<file path="config.mk">
export PLATFORM = sky130hd
export DESIGN_NAME = ahb3lite_bus_arbiter
export DESIGN_NICKNAME = d
export VERILOG_FILES = /design/src/rtl/ahb3lite_bus_arbiter.sv
export SDC_FILE = /design/constraint.sdc
export NUM_CORES = 1
export LEC_CHECK = 0
export CAP_MARGIN = 40
export CELL_PAD_IN_SITES_DETAIL_PLACEMENT = 0
export CELL_PAD_IN_SITES_GLOBAL_PLACEMENT = 1
export CORE_ASPECT_RATIO = 0.8
export CORE_MARGIN = 1
export CORE_UTILIZATION = 42
export DETAILED_ROUTE_END_ITERATION = 6
export HOLD_SLACK_MARGIN = 0.05
export PLACE_DENSITY = 0.79
export SKIP_CTS_REPAIR_TIMING = 1
export SLEW_MARGIN = 20
export SYNTH_ARGS = -nofsm -noshare
export SYNTH_HDL_FRONTEND = slang
export SYNTH_SLANG_ARGS = --single-unit
export TNS_END_PERCENT = 1
</file>
<file path="constraint.sdc">
create_clock -name HCLK -period 5.9 [get_ports HCLK]
set_input_delay 1.18 -clock HCLK [delete_from_list [all_inputs] [get_ports HCLK]]
set_output_delay 1.18 -clock HCLK [all_outputs]
set_load 0.005 [all_outputs]
</file>
<file path="src/rtl/ahb3lite_bus_arbiter.sv">
// Round-robin AHB3-Lite arbiter with idle-timeout preemption; grants move only on IDLE+HREADY.
// Define ARB_FIXED_PRIORITY_EN to replace round-robin with lowest-index-first priority.
module ahb3lite_bus_arbiter #(
    parameter int NUM_MASTERS  = 4,
    parameter int IDLE_TIMEOUT = 8
) (
    input  logic                           HCLK,
    input  logic                           HRESET,
    input  logic [NUM_MASTERS-1:0]         i_HBUSREQ,
    input  logic [1:0]                     HTRANS,
    input  logic                           HREADY,
    output logic [NUM_MASTERS-1:0]         o_HGRANT,
    output logic [$clog2(NUM_MASTERS)-1:0] o_HMASTER,
    output logic [$clog2(NUM_MASTERS)-1:0] o_HMASTER_D,
    output logic                           o_arb_busy
);

    localparam int         IW      = $clog2(NUM_MASTERS);
    localparam logic [7:0] CNT_MAX = 8'(IDLE_TIMEOUT - 1);
    localparam logic [1:0] HT_IDLE = 2'b00;
    localparam logic [0:0] ST_PARK = 1'b0;
    localparam logic [0:0] ST_OWN  = 1'b1;

    logic [0:0]             r_state;
    logic [NUM_MASTERS-1:0] r_grant;
    logic [IW-1:0]          r_hmaster;
    logic [IW-1:0]          r_hmaster_d;
    logic [7:0]             r_idle_cnt;
`ifndef ARB_FIXED_PRIORITY_EN
    logic [IW-1:0]          r_rr;
`endif

    logic                   w_idle;
    logic                   w_step;
    logic                   w_owner_req;
    logic                   w_others;
    logic                   w_cnt_sat;
    logic                   w_preempt;
    logic                   w_arb;
    logic [NUM_MASTERS-1:0] w_mask;
    logic                   w_found;
    logic [IW-1:0]          w_win;

    assign w_idle      = (HTRANS == HT_IDLE);
    assign w_step      = HREADY && w_idle;
    assign w_owner_req = i_HBUSREQ[r_hmaster];
    assign w_others    = |(i_HBUSREQ & ~r_grant);
    assign w_cnt_sat   = (r_idle_cnt == CNT_MAX);
    assign w_preempt   = (r_state == ST_OWN) && w_owner_req
                         && w_cnt_sat && w_others;
    assign w_arb       = w_step && ((r_state == ST_PARK)
                         || !w_owner_req || w_preempt);

    // A timed-out owner is removed from the candidate set
    assign w_mask = w_preempt ? (i_HBUSREQ & ~r_grant) : i_HBUSREQ;

    always_comb begin
        w_found = 1'b0;
        w_win   = '0;
`ifdef ARB_FIXED_PRIORITY_EN
        for (int i = NUM_MASTERS - 1; i >= 0; i--) begin
            if (w_mask[i]) begin
                w_found = 1'b1;
                w_win   = IW'(i);
            end
        end
`else
        for (int i = 0; i < NUM_MASTERS; i++) begin
            if (!w_found && w_mask[(int'(r_rr) + i) % NUM_MASTERS]) begin
                w_found = 1'b1;
                w_win   = IW'((int'(r_rr) + i) % NUM_MASTERS);
            end
        end
`endif
    end

    always_ff @(posedge HCLK) begin
        if (HRESET) begin
            r_state     <= ST_PARK;
            r_grant     <= NUM_MASTERS'(1);
            r_hmaster   <= '0;
            r_hmaster_d <= '0;
            r_idle_cnt  <= '0;
`ifndef ARB_FIXED_PRIORITY_EN
            r_rr        <= '0;
`endif
        end else begin
            if (HREADY)
                r_hmaster_d <= r_hmaster;

            if (w_arb) begin
                if (w_found) begin
                    r_state   <= ST_OWN;
                    r_grant   <= NUM_MASTERS'(1) << w_win;
                    r_hmaster <= w_win;
`ifndef ARB_FIXED_PRIORITY_EN
                    r_rr      <= (int'(w_win) == NUM_MASTERS - 1)
                                 ? '0 : w_win + 1'b1;
`endif
                end else begin
                    r_state   <= ST_PARK;
                    r_grant   <= NUM_MASTERS'(1);
                    r_hmaster <= '0;
                end
            end

            // Saturation with no rival means the sole owner restarts its window
            if (w_arb)
                r_idle_cnt <= '0;
            else if (!HREADY)
                r_idle_cnt <= r_idle_cnt;
            else if (!w_idle || (r_state == ST_PARK) || w_cnt_sat)
                r_idle_cnt <= '0;
            else
                r_idle_cnt <= r_idle_cnt + 8'd1;
        end
    end

    assign o_HGRANT    = r_grant;
    assign o_HMASTER   = r_hmaster;
    assign o_HMASTER_D = r_hmaster_d;
    assign o_arb_busy  = !w_idle;

endmodule

</file>
## After elaboration in Yosys (flattened, before gate mapping)

Index checks and enable logic that the tools add are counted.

- Register bits: 19
- Output and inout bits: 9
- Logic and storage cells: 76

- Magnitude comparators: 5
- Equality and inequality tests: 2
- Mux-type cells: 27
- Add/subtract/negate cells: 5
- Reductions and logical operators: 24
- Shift operators: 1
- Bitwise logic cells: 6

Operators with widths:

| kind | count |
|---|---|
| 1-bit 2-to-1 mux | 13 |
| 3-bit by 4-bit < comparator with 1-bit output (second input constant) | 3 |
| 2-bit 2-to-1 mux | 6 |
| 1-bit binary-select mux with 2-bit select | 5 |
| 8-bit by 1-bit adder with 8-bit output (second input constant) | 1 |
| 8-bit by 3-bit equality test with 1-bit output (second input constant) | 1 |
| 1-bit logical AND | 8 |
| 4-bit 2-to-1 mux | 2 |
| 8-bit 2-to-1 mux | 1 |
| 2-bit OR reduction | 4 |
| 2-bit by 3-bit < comparator with 1-bit output (second input constant) | 2 |
| 1-bit logical NOT | 5 |
| 2-bit by 1-bit adder with 2-bit output (second input constant) | 2 |
| 2-bit adder (second input constant) | 2 |
| 4-bit AND | 1 |
| 1-bit logical OR | 4 |
| 4-bit NOT | 1 |
| 4-bit OR reduction | 1 |
| 1-bit by 2-bit << shifter with 4-bit output (first input constant) | 1 |
| 1-bit AND (first input constant) | 3 |
| 2-bit by 1-bit equality test with 1-bit output (second input constant) | 1 |
| 2-bit logical NOT | 1 |
| 2-bit AND reduction | 1 |
| 1-bit NOT | 1 |

## Longest topological paths before layout

- Word-level depth: 20
- Gate-level depth with buffers: 10

## Worst setup path before layout

Ideal clock, no wire load.

- Path kind: input -> register
- From: input i_HBUSREQ[3]
- To: register r_grant[0] (netlist: o_HGRANT[0])
- Slack: 2.971 ns
- Data required time: 5.770 ns
- Data arrival time: 2.799 ns
- Stages on the path: 9
- Setup time: 0.130 ns
- Cells stage by stage: mux2i_1 o22a_1 o41a_1 o211ai_1 and3_1 inv_1 ha_1 nor4_1 a21oi_1

- Word-level cells in the longest chain between the ends: 20

RTL lines:

| element | RTL line | RTL |
|---|---|---|
| start, declared | 9 | `input logic [NUM_MASTERS-1:0] i_HBUSREQ,` |
| 1-bit binary-select mux with 2-bit select | 46 | `assign w_owner_req = i_HBUSREQ[r_hmaster];` |
| 1-bit 2-to-1 mux (implied by the code) | 46 |  |
| 1-bit logical AND | 49 | `assign w_preempt = (r_state == ST_OWN) && w_owner_req` |
| 1-bit logical AND (2 in series) | 50 | `&& w_cnt_sat && w_others;` |
| 4-bit 2-to-1 mux | 55 | `assign w_mask = w_preempt ? (i_HBUSREQ & ~r_grant) : i_HBUSREQ;` |
| 1-bit binary-select mux with 2-bit select | 69 | `if (!w_found && w_mask[(int'(r_rr) + i) % NUM_MASTERS]) begin` |
| 1-bit 2-to-1 mux (implied by the code) | 69 |  |
| 1-bit 2-to-1 mux | 69 |  |
| [3 not listed] | -- |  |
| 1-bit logical NOT | 69 |  |
| 1-bit logical AND | 69 |  |
| 1-bit 2-to-1 mux | 69 |  |
| 1-bit logical NOT | 69 |  |
| 1-bit logical AND | 69 |  |
| 2-bit 2-to-1 mux | 69 |  |
| 1-bit by 2-bit << shifter with 4-bit output | 94 | `r_grant <= NUM_MASTERS'(1) << w_win;` |
| 4-bit 2-to-1 mux | 92 | `if (w_found) begin` |
| end signal, assigned | 94 |  |
| end, declared | 25 | `logic [NUM_MASTERS-1:0] r_grant;` |

Parallel ways exist; a longest one is shown, timed or not. The select of a mux whose other input is x is not followed.
A chain may end at the register's enable or synchronous reset.

## Worst setup path after layout

- From: input HTRANS[1]
- To: output o_arb_busy

- Word-level cells in the longest chain between the ends: 2

RTL lines:

| element | RTL line | RTL |
|---|---|---|
| start, declared | 10 | `input logic [1:0] HTRANS,` |
| 2-bit logical NOT | 44 | `assign w_idle = (HTRANS == HT_IDLE);` |
| 1-bit logical NOT | 122 | `assign o_arb_busy = !w_idle;` |
| end, declared | 15 | `output logic o_arb_busy` |

No other way between the ends.

==> impl_metrics.py <==
metrics = {
    "clock_tree": {
        "cts.path.max_buffers": 2,
        "ctsHtreeMaxLevel": 1,
        "clk_transition_reported_paths_ns": 0.11,
        "cts-buffers-inserted": 3,
        "cts_tree": "done",
        "source_to_sink_clock_delay_at_the_later_pin_of_the_worst_skew_pair_ns": 0.30,
        "clock_sink_count": 19,
        "root_buffer": "clkbuf_4",
    },
    "yosys": {
        "asyncSetResetFlopFracSynth_pct": 0,
        "synth_fp_nets": 131,
        "synth_area_um2": 1080,
        "yosys_warnings": 0,
        "ys_seq_elements": 19,
        "syn_avg_cell_area_um2": 9.25,
        "postSynth.topFlopCell": "dfxtp_1",
        "synth_sequential_area_ratio_pct": 35.1,
        "syn-instance-count": 117,
        "yosys.cell_types.count": 41,
        "post_synth_edffs": 0,
    },
    "global_routing": {
        "via_count_of_the_first_global_routing_pass": 816,
        "antenna_found_initial": 0,
        "grt.overflow.total": 0,
        "wire_length_of_the_first_global_routing_pass_um": 3860,
        "grt_start_max_net_pins": 12,
        "grt.total_usage_pct": 19.1,
    },
    "worst_setup_path": {
        "timing.critical_path.slowest_stage_cell": "clkdlybuf4s50_1",
        "worst-r2r-cell-count": 10,
        "worst_r2r_startpoint": "r_idle_cnt[0]$_SDFFE_PP0P_",
        "cp-startpoint": "HTRANS[1]",
        "cp-endpoint": "o_arb_busy",
        "timing.setup.critical_path_class": "in2out",
        "worst-r2r-setup-slack_ns": 3.22,
        "critical_path.endpoint_type": "primary output",
        "crit_arrival_ns": 2.38,
        "path_max_fanout": 4,
        "rr_endpoint": "o_HGRANT[0]$_SDFFE_PP1P_",
        "cell_seen_most_often_among_critical_path_stages": "clkdlybuf4s50_1",
        "worst_ep_required_time_ns": 4.72,
        "crit_path_start_kind": "input port",
        "cell_by_cell_listing_of_the_critical_path": "clkdlybuf4s50_1 -> nor2_1 -> inv_1 -> clkdlybuf4s50_1",
        "critPathMaxStageDelay_ns": 0.45,
    },
    "die": {
        "dieArea_um2": 2790,
        "die_height_um": 47.4,
        "start_util_pct": 44.3,
        "pin_count": 18,
        "die_width_um": 58.8,
        "num_rows": 16,
        "core_outline_area_um2": 2440,
    },
    "finish": {
        "fill_cells": 256,
        "final_nets": 151,
        "multi_input_area_um2": 664,
        "synthToLayoutAreaGrowth_pct": 21.7,
        "antenna_cells_inserted": 0,
        "final-seq-area_um2": 380,
        "share_of_final_layout_standard_cells_stronger_than_drive_strength_1_pct": 8.82,
    },
    "routing": {
        "detailedRoute.firstPassIterationCount": 4,
        "routed-via-count": 960,
        "ant_nets": 0,
        "detail_route.vias_per_cell": 5.58,
        "final_routed_wire_length_divided_by_cell_count_um": 14.3,
        "drt-total-wl_um": 2460,
        "detailedRoute.firstIterationViolations": 48,
        "detail_route.drc_violations": 0,
    },
    "pwr": {
        "power.static_leakage_nw": 0.507,
        "cellInternalPower_mw": 0.175,
        "p_sw_share_pct": 26.8,
        "power_density_nw_per_um2": 181,
        "fraction_of_power_consumed_by_combinational_cells_pct": 16.0,
        "seq_pwr_share_pct": 56.2,
        "p_clk_share_pct": 27.8,
        "switching_power_mw": 0.0639,
        "vdd.ir_drop.worst_mv": 0.136,
    },
    "timing": {
        "period_needed_ns": 3.56,
        "setup_viol": 0,
        "drv_slew": 0,
        "unrepaired_setup_endpoints_after_global_routing": "false",
        "headroom_to_the_max_slew_limit_pct": 67.7,
        "final_hold_fails": 0,
        "tightest_slew_ns": 0.484,
        "timing.setup.tns_ns": 0,
        "hold_ws_ns": 0.510,
        "max_freq_mhz": 281,
        "period_share_pct": 60.4,
        "final.setup_skew_ns": 0.00851,
    },
    "status": {
        "outcome": "finished, final reports clean",
    },
    "placed_design": {
        "place_congestion": 0.778,
        "detailed_place_hpwl_um": 1860,
        "port_buffers": 17,
    },
    "hold_path": {
        "holdCritStartpoint": "o_HMASTER_D[1]$_SDFFE_PP0P_",
        "worst_min_delay_path_category": "reg2reg",
    },
    "job": {
        "drv.max_cap_violation_count": 0,
    },
}
-- layout by cell type, fill, tap and decap left out, types with 2 or more instances in the layout --
cell and instances:
nand2b_1 6, xor2_1 5, nand3_1 3, clkdlybuf4s50_1 17
a31oi_1 2, o21ai_0 2, ha_1 5, xnor2_1 2
nor2_1 13, nand2_1 7, and4_1 2, nand4_1 2
a22o_1 5, inv_1 8, and3_1 3, mux2i_1 7
dfxtp_1 19, clkbuf_4 3
-- cells in the mapped netlist (2+ instances only) --
cell / number / area, um^2
nand3_1: 3 / 15.0
and4_1: 2 / 17.5
mux2i_1: 7 / 70.1
nand2b_1: 6 / 37.5
a22o_1: 5 / 43.8
dfxtp_1: 19 / 380
xnor2_1: 2 / 17.5
xor2_1: 5 / 43.8
a31oi_1: 2 / 12.5
nand2_1: 7 / 26.3
nand4_1: 2 / 12.5
and3_1: 3 / 18.8
ha_1: 5 / 62.6
o21ai_0: 2 / 10.0
nor2_1: 13 / 48.8
inv_1: 8 / 30.0
clkbuf_1: 2 / 7.51
-- critical path, delay by kind of cell --
kind	cells	cell delay, ns
buffers and inverters	3	0.92
AND/OR/NAND/NOR	1	0.28
-- cell type report --
class                      instances  share of cell area [%]
clock buffer                       3                    1.71
clock inverter                     1                   0.380
inverter                           8                    2.28
multi-input combinational         88                    50.4
sequential                        19                    28.9
tap                               36                    3.42
timing repair buffer              17                    12.9
-- per-stage QoR --
| stage | worst slack, ns | cells | util (%) | cell area [um^2] | total power, mW |
|---|---|---|---|---|---|
| final | 2.34 | 172 | 53.9 | 1320 | 0.239 |
| after global routing | 2.24 | 172 | 53.9 | 1320 | 0.250 |
| after CTS | 2.33 | 172 | 53.9 | 1320 | 0.241 |
| after detailed placement | 2.28 | 168 | 52.8 | 1290 | 0.175 |
| after global placement | 2.33 | 168 | 52.8 | 1290 | 0.174 |
| after floorplan | 2.97 | 117 | - | 1080 | 0.160 |
-- how the worst min path moves through the flow --
| stage | endpoint | slack, ns | depth (start not counted) |
|---|---|---|---|
| floorplan | o_HGRANT[0]$_SDFFE_PP1P_ | 0.46 | 2 |
| global placement | o_HMASTER_D[1]$_SDFFE_PP0P_ | 0.48 | 2 |
| detailed placement | o_HMASTER_D[1]$_SDFFE_PP0P_ | 0.48 | 2 |
| CTS | o_HMASTER_D[1]$_SDFFE_PP0P_ | 0.52 | 2 |
| global route | o_HMASTER_D[0]$_SDFFE_PP0P_ | 0.55 | 2 |
| finish | o_HMASTER_D[1]$_SDFFE_PP0P_ | 0.51 | 2 |
-- layer usage --
layer	global-route usage (%)	vias up	part of all wire, %
met5	0	-	0
met1	27.6	445	51
li1	-	479	-
met4	6.67	0	0.85
met2	27.7	32	42
met3	4.68	4	6.6
-- cells by family (layout without fill, tap and decap cells) --
logic type / Yosys count / in the layout / share of synthesized area, %
compound gates: 28 / 28 / 22.5
xor+xnor: 7 / 7 / 5.66
fa+ha+maj: 5 / 5 / 5.78
buf+inv: 10 / 29 / 3.47
flops: 19 / 19 / 35.1
mux: 7 / 7 / 6.47
simple gates: 41 / 41 / 20.9
-- flip-flops by register name, indices dropped and copies added, names as in the netlist --
register	count
r_idle_cnt	8
o_HGRANT	4
o_HMASTER	2
o_HMASTER_D	2
r_rr	2
r_state	1
-- power groups by stage --
stage	registers [mW]	clock network [mW]	logic [mW]
after CTS	0.134	0.0687	0.0380
after global routing	0.135	0.0731	0.0419
final	0.134	0.0664	0.0381
after global placement	0.137	0	0.0370
after floorplan	0.136	0	0.0238
after detailed placement	0.137	0	0.0378
Note: power is estimated with default switching activity, not from simulation.
